**src/rtl/if_prefetch_stage_pkg.sv**
```systemverilog
// Shared types and constants for the instruction prefetch stage.
// Holds boot address, PC increment, FSM states and FIFO entry layout.
package if_prefetch_stage_pkg;

    localparam logic [31:0] IF_BOOT_ADDR = 32'h0000_8000;
    localparam logic [31:0] IF_PC_INCR   = 32'd4;
    localparam int unsigned IF_CNT_W     = 3;

    typedef enum logic [1:0] {
        IF_BOOT,
        IF_RUN,
        IF_HALT
    } if_state;

    typedef struct packed {
        logic        err;
        logic [31:0] pc;
        logic [31:0] instr;
    } if_entry_t;

endpackage

```
**src/rtl/if_fifo.sv**
```systemverilog
// Small registered FIFO of fetched {err, pc, instr} entries.
// Ports: push/entry in, pop, flush; head out with count, empty, full.
module if_fifo
    import if_prefetch_stage_pkg::*;
#(
    parameter int unsigned DEPTH = 2
) (
    input  logic                clk_i,
    input  logic                rst_i,
    input  logic                push_i,
    input  if_entry_t           entry_i,
    input  logic                pop_i,
    input  logic                flush_i,
    output if_entry_t           head_o,
    output logic [IF_CNT_W-1:0] count_o,
    output logic                empty_o,
    output logic                full_o
);

    localparam int unsigned AW = (DEPTH > 1) ? $clog2(DEPTH) : 1;

    if_entry_t           mem_q [DEPTH];
    if_entry_t           mem_d [DEPTH];
    logic [AW-1:0]       wr_q, wr_d;
    logic [AW-1:0]       rd_q, rd_d;
    logic [IF_CNT_W-1:0] cnt_q, cnt_d;

    function automatic logic [AW-1:0] inc(input logic [AW-1:0] p);
        return (p == AW'(DEPTH - 1)) ? '0 : p + AW'(1);
    endfunction

    always_comb begin
        mem_d = mem_q;
        wr_d  = wr_q;
        rd_d  = rd_q;
        cnt_d = cnt_q;
        if (flush_i) begin
            wr_d  = '0;
            rd_d  = '0;
            cnt_d = '0;
        end else begin
            if (push_i) begin
                mem_d[wr_q] = entry_i;
                wr_d        = inc(wr_q);
            end
            if (pop_i) begin
                rd_d = inc(rd_q);
            end
            cnt_d = cnt_q + IF_CNT_W'(push_i)
                          - IF_CNT_W'(pop_i);
        end
    end

    always_ff @(posedge clk_i or posedge rst_i) begin
        if (rst_i) begin
            for (int i = 0; i < int'(DEPTH); i++) begin
                mem_q[i] <= '0;
            end
            wr_q  <= '0;
            rd_q  <= '0;
            cnt_q <= '0;
        end else begin
            mem_q <= mem_d;
            wr_q  <= wr_d;
            rd_q  <= rd_d;
            cnt_q <= cnt_d;
        end
    end

    assign head_o  = mem_q[rd_q];
    assign count_o = cnt_q;
    assign empty_o = (cnt_q == '0);
    assign full_o  = (cnt_q == IF_CNT_W'(DEPTH));

endmodule

```
**src/rtl/if_prefetch_stage.sv**
```systemverilog
// Instruction fetch front-end: issues word requests, buffers responses,
// hands {instr, pc} to decode over valid/ready, restarts on redirect.
// Ports: instr_req/addr/gnt/rvalid/rdata memory side, redirect_i/pc_i,
// instr_valid/ready/instr/pc to decode, busy_o.
// Optional IF_ERR_EN adds instr_err_i/instr_err_o and a HALT state.
module if_prefetch_stage
    import if_prefetch_stage_pkg::*;
#(
    parameter int unsigned DEPTH     = 2,
    parameter logic [31:0] BOOT_ADDR = IF_BOOT_ADDR
) (
    input  logic        clk_i,
    input  logic        rst_i,
    output logic        instr_req_o,
    output logic [31:0] instr_addr_o,
    input  logic        instr_gnt_i,
    input  logic        instr_rvalid_i,
    input  logic [31:0] instr_rdata_i,
    input  logic        redirect_i,
    input  logic [31:0] redirect_pc_i,
    output logic        instr_valid_o,
    input  logic        instr_ready_i,
`ifdef IF_ERR_EN
    input  logic        instr_err_i,
    output logic        instr_err_o,
`endif
    output logic [31:0] instr_o,
    output logic [31:0] instr_pc_o,
    output logic        busy_o
);

    localparam logic [IF_CNT_W:0] DEPTH_L = (IF_CNT_W + 1)'(DEPTH);

    if_state             state_q, state_d;
    logic [31:0]         fetch_pc_q, fetch_pc_d;
    logic [31:0]         resp_pc_q, resp_pc_d;
    logic [31:0]         addr_q, addr_d;
    logic                req_q, req_d;
    logic                stale_q, stale_d;
    logic [IF_CNT_W-1:0] pend_q, pend_d;
    logic [IF_CNT_W-1:0] disc_q, disc_d;

    logic                gnt_ok, rvalid_ok, drop;
    logic                push, pop, resp_err;
    logic [IF_CNT_W-1:0] cnt_nxt;
    logic [IF_CNT_W:0]   occ;
    logic [31:0]         target;
    if_entry_t           entry, head;
    logic [IF_CNT_W-1:0] fifo_cnt;
    logic                fifo_empty, fifo_full;

`ifdef IF_ERR_EN
    assign resp_err = instr_err_i;
`else
    assign resp_err = 1'b0;
`endif

    assign target = redirect_pc_i & ~32'd3;

    always_comb begin
        gnt_ok    = instr_gnt_i && req_q;
        // rvalid with nothing outstanding is a protocol error: ignore it
        rvalid_ok = instr_rvalid_i && (pend_q != '0);
        drop      = rvalid_ok && (disc_q != '0);
        push      = rvalid_ok && !drop && !redirect_i
                    && (!fifo_full || pop);
        pop       = !fifo_empty && instr_ready_i && !redirect_i;

        entry.err   = resp_err;
        entry.pc    = resp_pc_q;
        entry.instr = resp_err ? '0 : instr_rdata_i;

        pend_d = pend_q + IF_CNT_W'(gnt_ok)
                        - IF_CNT_W'(rvalid_ok);

        // a held request granted after a redirect fetched a stale address
        disc_d  = disc_q + IF_CNT_W'(gnt_ok && stale_q)
                         - IF_CNT_W'(drop);
        stale_d = gnt_ok ? 1'b0 : stale_q;

        fetch_pc_d = fetch_pc_q;
        if (gnt_ok && !stale_q) begin
            fetch_pc_d = fetch_pc_q + IF_PC_INCR;
        end
        resp_pc_d = push ? resp_pc_q + IF_PC_INCR : resp_pc_q;

        state_d = state_q;
        unique case (state_q)
            IF_BOOT: state_d = IF_RUN;
            IF_RUN: begin
                if (push && resp_err) begin
                    state_d = IF_HALT;
                end
            end
`ifdef IF_ERR_EN
            IF_HALT: state_d = IF_HALT;
`endif
            default: state_d = IF_RUN;
        endcase

        if (redirect_i) begin
            // every outstanding response, incl. this cycle's grant, is stale
            disc_d     = pend_d;
            fetch_pc_d = target;
            resp_pc_d  = target;
            state_d    = IF_RUN;
            if (req_q && !gnt_ok) begin
                stale_d = 1'b1;
            end
        end

        cnt_nxt = redirect_i ? '0
                : fifo_cnt + IF_CNT_W'(push) - IF_CNT_W'(pop);
        occ     = {1'b0, cnt_nxt} + {1'b0, pend_d};

        req_d  = 1'b0;
        addr_d = addr_q;
        if (req_q && !gnt_ok) begin
            req_d = 1'b1;
        end else if (state_d == IF_RUN && occ < DEPTH_L) begin
            req_d  = 1'b1;
            addr_d = fetch_pc_d;
        end
    end

    always_ff @(posedge clk_i or posedge rst_i) begin
        if (rst_i) begin
            state_q    <= IF_BOOT;
            fetch_pc_q <= BOOT_ADDR;
            resp_pc_q  <= BOOT_ADDR;
            addr_q     <= BOOT_ADDR;
            req_q      <= 1'b0;
            stale_q    <= 1'b0;
            pend_q     <= '0;
            disc_q     <= '0;
        end else begin
            state_q    <= state_d;
            fetch_pc_q <= fetch_pc_d;
            resp_pc_q  <= resp_pc_d;
            addr_q     <= addr_d;
            req_q      <= req_d;
            stale_q    <= stale_d;
            pend_q     <= pend_d;
            disc_q     <= disc_d;
        end
    end

    if_fifo #(
        .DEPTH (DEPTH)
    ) u_fifo (
        .clk_i   (clk_i),
        .rst_i   (rst_i),
        .push_i  (push),
        .entry_i (entry),
        .pop_i   (pop),
        .flush_i (redirect_i),
        .head_o  (head),
        .count_o (fifo_cnt),
        .empty_o (fifo_empty),
        .full_o  (fifo_full)
    );

    assign instr_req_o   = req_q;
    assign instr_addr_o  = addr_q;
    assign instr_valid_o = !fifo_empty;
    assign instr_o       = head.err ? '0 : head.instr;
    assign instr_pc_o    = head.pc;
`ifdef IF_ERR_EN
    assign instr_err_o   = head.err;
`endif
    assign busy_o = req_q || (pend_q != '0) || (disc_q != '0);

endmodule

```
**config.mk**
```make
export PLATFORM = sky130hd
export DESIGN_NAME = if_prefetch_stage
export DESIGN_NICKNAME = d
export VERILOG_FILES = /design/src/rtl/if_prefetch_stage_pkg.sv /design/src/rtl/if_fifo.sv /design/src/rtl/if_prefetch_stage.sv
export SDC_FILE = /design/constraint.sdc
export NUM_CORES = 1
export LEC_CHECK = 0
export BUFFER_PORTS_ARGS = -buffer_cell sky130_fd_sc_hd__buf_2
export CAP_MARGIN = 20
export CORE_AREA = 2 2 115 201
export CTS_CLUSTER_DIAMETER = 200
export DETAILED_ROUTE_END_ITERATION = 6
export DIE_AREA = 0 0 117 203
export PLACE_DENSITY = 0.71
export SYNTH_ARGS = -nofsm -noshare
export SYNTH_HDL_FRONTEND = slang
export SYNTH_SLANG_ARGS = --single-unit
```
**constraint.sdc**
```tcl
create_clock -name clk_i -period 13.8 [get_ports clk_i]
set_input_delay 1.38 -clock clk_i [delete_from_list [all_inputs] [get_ports clk_i]]
set_output_delay 1.38 -clock clk_i [all_outputs]
set_load 0.02 [all_outputs]
```
---- After elaboration in Yosys (flattened, before gate mapping) ----
Cells that the tools add are included.
operators by class
  add/sub/neg operators ................... 11
  order comparisons ....................... 4
  equality and inequality tests ........... 3
  multiplexer cells ....................... 26
  bitwise operators ....................... 4
  reductions and logical operators ........ 29
operator list
  kind                                                        number
  2-to-1 mux 65 bit                                           4
  2-to-1 mux 32 bit                                           5
  bitwise mux 130 bit                                         1
  demux 65 bit (select 1 bit)                                 1
  adder 32 x 3 -> 32 bit, second input constant               2
  logical AND 1 bit                                           13
  2-to-1 mux 1 bit                                            11
  adder 3 x 1 -> 3 bit                                        3
  subtractor 3 x 1 -> 3 bit                                   3
  logical NOT 1 bit                                           6
  2-to-1 mux 3 bit                                            2
  nonzero test 3 bit                                          2
  adder 3 x 3 -> 4 bit                                        1
  equality test 2 x 1 -> 1 bit, second input constant         2
  greater-or-equal comparator 2 bit, second input constant    2
  less-than comparator 4 x 2 -> 1 bit, second input constant  1
  2-to-1 mux 2 bit                                            2
  NOT 1 -> 2 bit                                              2
  AND reduction 2 bit                                         2
  nonzero test 2 bit                                          2
  equality test 3 x 2 -> 1 bit, second input constant         1
  logical NOT 3 bit                                           1
  logical OR 1 bit                                            3
  adder 1 bit, second input constant                          2
  other kinds (2)                                             3
storage, ports and cells
  bits in registers ....................... 241
  bits of input ports ..................... 70
  output and inout bits ................... 99
  logic and storage cells ................. 94

---- Logic depth before layout (Yosys ltp) ----
Gate-level depths: netlist of run 1.
  depth after elaboration ................. 15
  depth in mapped cells ................... 20

---- Cells and area by module ----
A second synthesis of run 1 with hierarchy kept.
unflattened totals
  cells, all modules ...................... 948
  area, all modules ....................... 11532.3 um2
by module, submodules not included
  module             times used  cells an instance  area an instance (um2)  sequential area each (um2)
  if_fifo            1           370                5900.7                  3378.2
  if_prefetch_stage  1           578                5631.7                  2556.2

---- Worst setup path before layout of run 1 ----
No wires, ideal clock.
  kind .................................... input-to-reg
  start ................................... input port redirect_i
  end ..................................... register addr_q[13], in the netlist instr_addr_o[13]
  data arrival time ....................... 5397 ps
  data required time ...................... 13672 ps
  setup slack ............................. 8276 ps
  cell stages on the path ................. 16
  path through ............................ clkbuf_1 > clkbuf_1 > buf_1 > clkbuf_1 > nor2_1 > ha_1 > inv_1 > ha_1 > inv_1 > fa_1 > nor2_1 > fa_1 > or4_1 > clkbuf_1 > clkbuf_1 > mux2_1
between the ends
  cells in the longest elaborated chain, start to end .. 11
RTL lines
  element                                RTL line                                          source
  start, declared                        if_prefetch_stage.sv:19                           input logic redirect_i,
  logical NOT 1 bit                      if_prefetch_stage.sv:65, if_prefetch_stage.sv:67
  logical AND 1 bit                      if_prefetch_stage.sv:67                           pop = !fifo_empty && instr_ready_i && !redirect_i;
  logical OR 1 bit                       if_prefetch_stage.sv:66                           && (!fifo_full || pop);
  logical AND 1 bit                      if_prefetch_stage.sv:66
  adder 3 x 1 -> 3 bit                   if_prefetch_stage.sv:113                          : fifo_cnt + IF_CNT_W'(push) - IF_CNT_W'(pop);
  subtractor 3 x 1 -> 3 bit              if_prefetch_stage.sv:113
  2-to-1 mux 3 bit *                     if_prefetch_stage.sv:112                          cnt_nxt = redirect_i ? '0
  named net cnt_nxt[1]                   if_prefetch_stage.sv:45                           logic [IF_CNT_W-1:0] cnt_nxt;
  adder 3 x 3 -> 4 bit *                 if_prefetch_stage.sv:114                          occ = {1'b0, cnt_nxt} + {1'b0, pend_d};
  less-than comparator 4 x 2 -> 1 bit *  if_prefetch_stage.sv:120                          end else if (state_d == IF_RUN && occ < DEPTH_L) begin
  logical AND 1 bit *                    if_prefetch_stage.sv:120
  AND reduction 2 bit (no line) *        -
  end signal, assigned                   if_prefetch_stage.sv:140                          addr_q <= addr_d;
  end, declared                          if_prefetch_stage.sv:37                           logic [31:0] addr_q, addr_d;
The timed path passes the listed nets; every way through them passes the cells marked *.
A chain may end at the register's enable or synchronous reset.

---- Worst setup path in the final report of run 1 ----
Ends and elaborated chain as after synthesis.

==> results of run 1 <==
flip-flops by register name (all words and copies together), names as in the netlist:
| signal | flops |
|---|---|
| disc_q | 3 |
| stale_q | 1 |
| instr_addr_o | 32 |
| u_fifo.count_o | 3 |
| resp_pc_q | 30 |
| fetch_pc_q | 32 |
| u_fifo.rd_q | 1 |
| instr_req_o | 1 |
| pend_q | 3 |
| u_fifo.mem_q | 124 |
| u_fifo.wr_q | 1 |
through the flow:
stage	util (%)	setup slack, ns	total power [uW]	cells
after floorplan	-	6.09	1880	889
after global placement	54.5	8.76	2180	1309
after detailed placement	54.5	8.69	2210	1309
after CTS	57.8	9.22	2830	1349
after global routing	57.8	8.98	2970	1350
final	57.8	9.22	2790	1350
final timing paths:
| path | start | end | depth (start not counted) |
|---|---|---|---|
| worst min-delay path | instr_addr_o[27]$_DFFE_PP0P_ | instr_addr_o[27]$_DFFE_PP0P_ | 2 |
| worst min register to register | instr_addr_o[27]$_DFFE_PP0P_ | instr_addr_o[27]$_DFFE_PP0P_ | 2 |
| min in group asynchronous | rst_i | u_fifo.mem_q[50]$_DFFE_PP0P_ | 2 |
| max in group asynchronous | rst_i | u_fifo.mem_q[84]$_DFFE_PP0P_ | 3 |
| worst max register to register | pend_q[2]$_DFF_PP0_ | instr_addr_o[5]$_DFFE_PP0P_ | 14 |
| worst max-delay path | redirect_i | instr_addr_o[13]$_DFFE_PP0P_ | 13 |
cell usage after synthesis, types with 4 or more instances:
library cell	n
dfrtp_1	228
mux2_2	214
nor2_1	49
nand2_1	36
clkbuf_1	27
xnor2_1	26
a21oi_1	24
nand3_1	22
inv_1	19
nand4_1	19
xor2_1	18
nor4_1	17
nor3_1	14
nor2b_1	12
o31ai_1	12
o31a_1	11
a21boi_0	10
ha_1	10
nand2b_1	10
and3_1	9
buf_2	9
buf_1	8
o21ai_0	7
a31oi_1	6
or3_1	6
and2_1	5
a311oi_1	4
and4_1	4
fa_1	4
mux2i_1	4
or4_1	4
per-layer routing:
| layer | vias up | routed length, um | part of all wire [%] |
|---|---|---|---|
| li1 | 3481 | - | - |
| met1 | 3734 | 9240 | 38 |
| met2 | 181 | 13300 | 55 |
| met3 | 38 | 1110 | 4.6 |
| met4 | 0 | 740 | 3.0 |
| met5 | - | 0 | 0 |
power by group:
part           internal, uW  switching, uW  total (uW)
clock network           355            252         607
logic                   531            613        1140
registers               903            140        1040
critical path: stages:
cell and delay [ns]:
buf_2 0.08, buf_4 0.46, nor2_1 0.11, ha_1 0.29, inv_1 0.04, ha_1 0.16
inv_1 0.07, fa_1 0.42, nor2_1 0.26, fa_1 0.48, or4_1 0.53, buf_4 0.29
mux2_1 0.36
layout make-up:
| cell class | count | area (sq um) | share of cell area [%] |
|---|---|---|---|
| Clock inverter | 7 | 85.1 | 0.667 |
| Timing Repair Buffer | 175 | 901 | 7.06 |
| Multi-Input combinational cell | 588 | 4900 | 38.4 |
| Inverter | 20 | 82.6 | 0.648 |
| Sequential cell | 231 | 5790 | 45.4 |
| Tap cell | 296 | 370 | 2.90 |
| Clock buffer | 33 | 633 | 4.96 |
cells by family after synthesis:
family	after synthesis	synth area share (%)
compound gates	86	5.46
xor+xnor	44	3.52
fa+ha+maj	14	1.87
buf+inv	70	2.73
flops	231	52.8
mux	219	22.5
other cells	1	0.0342
simple gates	223	11.2
==> flow_summary.ini, run 1 <==
[outcome]
outcome = finished clean

[synth]
synthesis.area_sq_um = 11000
yosysTopAreaCell = dfrtp_1
ys.flop_type = dfrtp_1
synthCells = 888
avgSynthCellArea_sq_um = 12.3
postSynth.asyncResetShare_pct = 100
yosys_warnings = 0
ys_types = 60
ys_seq_elements = 231
synth_top_area_share_pct = 52.1
synth_edf_count = 0
yosys-top-cells-area = dfrtp_1 52%, mux2_2 22%, xnor2_1 2.1%, nor2_1 1.7%, xor2_1 1.4%
yosysSeqAreaShare_pct = 52.8

[timing]
fmax_mhz = 218
hold_viol = 0
fin_crit_sh_pct = 33.2
final-setup-viol-count = 0
fin_crit_ns = 4.58
slew_violations = 0
relSlewSlack_pct = 41.6
tns_ns = 0
tightestPinTransition_ns = 0.876
skew_ns = 0.0121
rsz0062_at_grt = no
finalHoldWorstSlack_ns = 0.474

[finish]
n_antenna_cell = 0
layout_commonest_cell = dfrtp_1
drive_above_1_share_pct = 41.7
fin_area_sq_um = 12800
mostFrequentLayoutCells = 227 x dfrtp_1, 214 x mux2_2, 165 x buf_2
n_fill_cell = 1874
nets = 1122
syn2layout_area_growth_pct = 16.4

[worst_setup_path]
arrival_ns = 4.96
r2r_slack_ns = 9.55
path_max_fanout = 54
crit_type = primary input to flip-flop
cp-start-kind = primary input
required_ns = 14.18
cp-end-kind = flip-flop

[floorplanning]
io_pins = 169
initial_core_util_pct = 49.7
core_sq_um = 22100
die_width_um = 117
dieHeight_um = 203
core.rowCount = 72
die_area_sq_um = 23800

[power]
power.leakage_uw = 0.00584
vdd_ir_drop_max_v = 0.000148
p_per_area_nw_per_um2 = 219

[global_routing]
grt_max_degree = 115
globalRoute.busiestLayer = met2
use_met3_pct = 2.90
grt_use_met2_pct = 38.8
grt-ovfl-total = 0
grtUsageMet1_pct = 23.5
track_usage_pct = 20.7
grt_pass1_wl_mm = 39.0
grt_pass1_vias = 7715
antenna_found_initial = 0

[run]
maxCapViolCount = 0

[clock_network]
cts_buffers = 22
post_cts_buffers = 0
clk_latency_ns = 0.51
cts_tree = done
h-tree-depth = 1
path_clk_slew_ns = 0.06
cts_sinks = 231
cts.repair.resized = 0
cts_hold_buf = 0
clock_path_buffers = 3
cts-root-buf = clkbuf_16

[drt]
drt.antenna.violating_nets = 0
remaining_drc_errors = 0
avgRoutedWirePerCell_um = 18.1
via_per_inst = 5.51
wl_mm = 24.4
drt_pass1_iterations = 4
drt_iter0_markers = 379
vias = 7434

[placed_design]
port_buffers = 164
place.gp.congestion = 0.901
dpl.hpwl_mm = 16.9
dpl_cell_area_sq_um = 12000

[worst_hold_path]
hp-class = flip-flop to flip-flop
No activity file was read; power rests on OpenSTA's default activity.
==> run 2: changes to the inputs <==
- ABC_AREA: unset -> 1
- CORE_AREA: 2 2 115 201 -> 2 2 118 205
- DIE_AREA: 0 0 117 203 -> 0 0 120 207
- PLACE_DENSITY: 0.71 -> 0.73
- clock period: 13.8 -> 3.8 ns (I/O delays scaled with it)
==> flow_summary.ini, run 2 <==
[power]
netSwitchingPower_uw = 4220
seqPwrFrac_pct = 38.3
vdd_ir_drop_max_v = 0.000830
power.leakage_uw = 0.00694
intPower_uw = 5940
p_clk_share_pct = 21.0
swShare_pct = 41.5
p_per_area_nw_per_um2 = 777
combPwrFrac_pct = 40.7
power_uw = 10200

[placed_design]
dpl.hpwl_mm = 19.4
dpl_cell_area_sq_um = 12400
dp_slack_ns = 0.248
place.gp.congestion = 0.851
port_buffers = 164

[floorplanning]
core_sq_um = 23200
dieHeight_um = 207
die_width_um = 120
io_pins = 169
core.rowCount = 74
initial_core_util_pct = 49.1
die_area_sq_um = 24800

[timing]
tns_ns = 0
worst_slack_ns = 0.341
hold_viol = 0
fin_crit_ns = 3.46
final-setup-viol-count = 0
fin_crit_sh_pct = 91.0
fmax_mhz = 289
skew_ns = 0.0131
slew_violations = 0
tightestPinTransition_ns = 0.995
relSlewSlack_pct = 33.7
rsz0062_at_grt = no

[global_routing]
track_usage_pct = 22.6
grt-ovfl-total = 0
grt_pass1_vias = 9640
grt_pass1_wl_mm = 46.2
antenna_found_initial = 0
grt_max_degree = 175

[drt]
drt.antenna.violating_nets = 0
drt_iter0_markers = 506
vias = 9815
avgRoutedWirePerCell_um = 14.2
wl_mm = 27.5
drt_pass1_iterations = 5
via_per_inst = 5.08
remaining_drc_errors = 0

[finish]
regMostFlops = u_fifo.mem_q
syn2layout_area_growth_pct = 14.7
n_fill_cell = 2266
n_antenna_cell = 0
largest_register_ffs = 124
fin_area_sq_um = 13100
drive_above_1_share_pct = 15.4
mostFrequentLayoutCells = 616 x nand2_1, 227 x dfrtp_1, 164 x buf_2
layout_commonest_cell = nand2_1
nets = 1697

[clock_network]
cts_sinks = 231
clk_latency_ns = 0.52
path_clk_slew_ns = 0.07
cts_hold_buf = 0
cts_tree = done
cts-root-buf = clkbuf_16
clock_path_buffers = 3
cts_buffers = 22
h-tree-depth = 1

[worst_setup_path]
cp-start-kind = flip-flop
cp-end-kind = flip-flop
critical_path.top_delay_family = simple AND/OR/NAND/NOR gates
cp_slowest_cell = fa_1
path_max_fanout = 34
arrival_ns = 3.84
crit_type = flip-flop to flip-flop
required_ns = 4.18
crit_chain = nor2_1, nand2_1, nor3_4, nand2_4, inv_4, ha_1, inv_1, fa_1, nor2_1, fa_1, nor3_1, nand3_2, buf_4, nand2_1, o21ai_0
slowest_delay_ns = 0.46
cp.buffers_inverters = 3

[synth]
yosysTopAreaCell = dfrtp_1
ys_seq_elements = 231
yosys_warnings = 0
ys_types = 42
synth_common_cells = 616 x nand2_1, 228 x dfrtp_1, 130 x inv_1, 113 x o21ai_1, 77 x nand3_1
yosysSeqAreaShare_pct = 50.7
ys.flop_type = dfrtp_1
postSynth.asyncResetShare_pct = 100
synth_edf_count = 0
synth_top_area_share_pct = 50.0
synthCells = 1474
yosys.cell_count.top_type = nand2_1
synthesis.area_sq_um = 11400
avgSynthCellArea_sq_um = 7.74
yosys-top-cells-area = dfrtp_1 50%, nand2_1 20%, o21ai_1 5.0%, inv_1 4.3%, nand3_1 3.4%

[run]
maxCapViolCount = 0

[worst_hold_path]
hp-class = primary input to async pin

[outcome]
outcome = finished clean
run 2: changes by cell type after synthesis, moves of 12 or more:
cell and delta:
nand2_1 +580, mux2_2 -214, xnor2_1 -23, nor2_1 +25, a21oi_1 -17, nor2b_1 -12, nor4_1 -17, o21ai_0 +38
inv_1 +111, o21ai_1 +113, nand3_1 +55
run 2: timing repair:
item | in CTS | in global routing
resized for setup | 0 | 1
buffers inserted | 0 | 0
setup endpoints to repair | 0 | 20
run 2: kinds of logic (layout without fill, tap and decap cells):
group / Yosys count / count (layout) / synth area share (%)
buf+inv: 197 / 349 / 7.41
other cells: 1 / 2 / 0.0329
compound gates: 189 / 189 / 8.91
fa+ha+maj: 14 / 14 / 1.80
xor+xnor: 16 / 16 / 1.23
simple gates: 826 / 826 / 29.9
flops: 231 / 231 / 50.7
run 2: metrics by stage:
step / hold WS (ns) / std cells / utilization, %
floorplan: 0.426 / 1475 / -
global placement: 0.438 / 1893 / 53.3
detailed placement: 0.445 / 1893 / 53.3
CTS: 0.0985 / 1931 / 56.3
global route: 0.128 / 1931 / 56.3
finish: 0.0940 / 1931 / 56.3
run 2: layout make-up:
cell class              count  area (sq um)  share of cell area, %
flip-flops and latches    231          5790                   44.2
multi-input cells        1047          4780                   36.6
repair buffers            176           923                   7.06
clock buffers              32           629                   4.81
inverters                 135           514                   3.93
well taps                 304           380                   2.91
clock inverters             6          58.8                  0.450
run 2: worst min-delay path: cells and delay by family:
| kind | cells | cell delay [ns] |
|---|---|---|
| buf+inv | 3 | 0.74 |
run 2: path summary, 6_finish.rpt:
path | startpoint | end | slack [ns] | depth (start not counted)
worst min register to register | fetch_pc_q[0]$_DFF_PP0_ | fetch_pc_q[0]$_DFF_PP0_ | 0.45 | 2
max in group asynchronous | rst_i | u_fifo.mem_q[122]$_DFFE_PP0P_ | 2.98 | 3
worst max-delay path | disc_q[1]$_DFF_PP0_ | instr_addr_o[0]$_DFFE_PP0P_ | 0.34 | 15
worst max register to register | disc_q[1]$_DFF_PP0_ | instr_addr_o[0]$_DFFE_PP0P_ | 0.34 | 15
min in group clk_i | instr_rdata_i[27] | u_fifo.mem_q[27]$_DFFE_PP0P_ | 0.12 | 3
worst min-delay path | rst_i | u_fifo.mem_q[89]$_DFFE_PP0P_ | 0.09 | 3
run 2: per-layer routing:
metal | track usage [%] | part of all wire, % | vias to the layer above
li1 | - | - | 4908
met1 | 27.2 | 41 | 4563
met2 | 39.7 | 50 | 250
met3 | 2.26 | 3.5 | 94
met4 | 11.9 | 5.3 | 0
met5 | 0 | 0 | -
run 2: power by group through the flow:
stage	registers (uW)	clock network, uW	logic (uW)
2_1_floorplan	4000	0	2900
3_3_place_gp	3890	0	4100
6_report	3890	2140	4130
4_1_cts	3890	2190	4210
5_1_grt	4000	2270	4690
3_5_place_dp	3910	0	4200
==> run 3: changes to the inputs <==
- CORE_AREA: 2 2 118 205 -> 2 2 131 229
- DIE_AREA: 0 0 120 207 -> 0 0 133 231
- PLACE_DENSITY: 0.73 -> unset
==> flow_summary.ini, run 3 (same netlist as run 2, synthesis figures left out) <==
[floorplanning]
core_sq_um = 29000
core.rowCount = 83
die_area_sq_um = 30700
dieHeight_um = 231
initial_core_util_pct = 39.4
die_width_um = 133
io_pins = 169

[worst_hold_path]
hold_start = instr_rdata_i[26]
worstHoldEndpoint = u_fifo.mem_q[26]$_DFFE_PP0P_
hp-class = primary input to flip-flop
min_path_cells = 3

[timing]
skew_ns = 0.0169
tns_ns = 0
slew_violations = 0
tightestPinTransition_ns = 0.829
fmax_mhz = 290
rsz0062_at_grt = no
hold_viol = 0
relSlewSlack_pct = 44.7
final-setup-viol-count = 0
fin_crit_ns = 3.45
fin_crit_sh_pct = 90.8

[clock_network]
cts-root-buf = clkbuf_16
path_clk_slew_ns = 0.07
cts_tree = done
post_cts_buffers = 0
cts_sinks = 231
h-tree-depth = 1
cts_buffers = 23
clock_path_buffers = 3
clk_latency_ns = 0.53

[worst_setup_path]
slowest_delay_ns = 0.48
crit_chain = nor2_1, nand2_2, nand2_2, nor2_1, ha_1, inv_1, ha_1, inv_1, fa_1, nor2_1, fa_1, nor3_2, nand3_2, buf_4, nand2_1, nand2_1
crit_top_cell = nor2_1
arrival_ns = 3.86
r2r_slack_ns = 0.35
crit_type = flip-flop to flip-flop
cp_slowest_cell = fa_1
cp-end-kind = flip-flop
cp-start-kind = flip-flop
path_max_fanout = 34
r2r-end = instr_addr_o[26]$_DFFE_PP0P_
required_ns = 4.21
reg2reg_from = u_fifo.count_o[1]$_DFF_PP0_
r2r_cells = 16

[placed_design]
port_buffers = 164
place.gp.congestion = 0.964
numPlacedInstances = 1972
dpl_cell_area_sq_um = 12500
dpl.hpwl_mm = 21.0

[drt]
vias = 9695
wl_mm = 29.8
drt_pass1_iterations = 5
drt.antenna.violating_nets = 0
avgRoutedWirePerCell_um = 14.8
remaining_drc_errors = 0
via_per_inst = 4.81
drt_iter0_markers = 462

[global_routing]
grt_pass1_vias = 9507
grt_pass1_wl_mm = 48.5
grt_max_degree = 99
grt-ovfl-total = 0
antenna_found_initial = 0
track_usage_pct = 19.5

[finish]
fin_area_sq_um = 13300
largest_register_ffs = 124
drive_above_1_share_pct = 15.9
n_fill_cell = 2921
nets = 1700
n_antenna_cell = 0
fin_cells = 2015
layout_commonest_cell = nand2_1
mostFrequentLayoutCells = 616 x nand2_1, 227 x dfrtp_1, 164 x buf_2
regMostFlops = u_fifo.mem_q
syn2layout_area_growth_pct = 17.0
multiInputGateArea_sq_um = 4790
seq_area_sq_um = 5790

[outcome]
outcome = finished clean

[power]
vdd_ir_drop_max_v = 0.000672
p_per_area_nw_per_um2 = 790
p_clk_share_pct = 23.3
netSwitchingPower_uw = 4350
seqPwrFrac_pct = 37.0
combPwrFrac_pct = 39.8
swShare_pct = 41.2
power.leakage_uw = 0.00701
intPower_uw = 6200

[run]
maxCapViolCount = 0
[run 3: critical path: cells and delay by family, from the launching register on]
family	cells	cell delay, ns
adder cells (fa/ha/maj)	4	1.34
AND/OR/NAND/NOR	9	1.16
flip-flops	1	0.44
buffers and inverters	3	0.36
[run 3: area by class of cell]
cell class                 instances  share of cell area [%]
clock buffer                      30                    4.73
tap                              382                    3.58
inverter                         135                    3.86
multi-input combinational       1047                    35.9
clock inverter                    12                    1.37
sequential                       231                    43.3
timing repair buffer             178                    7.24
[run 3: per-stage QoR]
stage               hold WS, ns  setup slack [ns]  total power (uW)  util (%)
floorplan                 0.426             0.401              6890         -
global placement          0.350             0.276              8050      43.2
detailed placement        0.351             0.199              8180      43.2
CTS                      0.0800             0.168             10700      46.0
global route              0.105            0.0692             11400      46.1
finish                    0.103             0.351             10500      46.1
[run 3: worst max path at each step]
stage                                            from                      endpoint  slack (ns)  depth (start not counted)
final                     u_fifo.count_o[1]$_DFF_PP0_  instr_addr_o[26]$_DFFE_PP0P_        0.35                         16
after global routing      u_fifo.count_o[1]$_DFF_PP0_  instr_addr_o[19]$_DFFE_PP0P_        0.07                         16
after CTS                 u_fifo.count_o[1]$_DFF_PP0_  instr_addr_o[24]$_DFFE_PP0P_        0.17                         16
after detailed placement  u_fifo.count_o[1]$_DFF_PP0_  instr_addr_o[24]$_DFFE_PP0P_        0.20                         16
after global placement    u_fifo.count_o[1]$_DFF_PP0_  instr_addr_o[30]$_DFFE_PP0P_        0.28                         16
after floorplan                                 rst_i           disc_q[0]$_DFF_PP0_        0.40                          1
[run 3: power groups by stage]
stage	clock network (uW)	registers [uW]	logic, uW
2_1_floorplan	0	4000	2900
6_report	2460	3900	4190
3_5_place_dp	0	3920	4250
3_3_place_gp	0	3900	4150
4_1_cts	2530	3890	4260
5_1_grt	2630	4010	4770
[run 3: timing repair]
action | in CTS | in global routing
setup endpoints to repair | 0 | 30
hold buffers | 1 | 0
hold endpoints to repair | 7 | 0
gates resized for setup | 0 | 3
[run 3: metal layers]
metal / GRT usage (%) / vias to the layer above / wire length [um] / share of wire [%]
li1: - / 4900 / - / -
met1: 22.9 / 4522 / 12300 / 41
met2: 36.1 / 219 / 15400 / 52
met3: 1.98 / 54 / 1070 / 3.6
met4: 7.56 / 0 / 1010 / 3.4
met5: 0 / - / 0 / 0
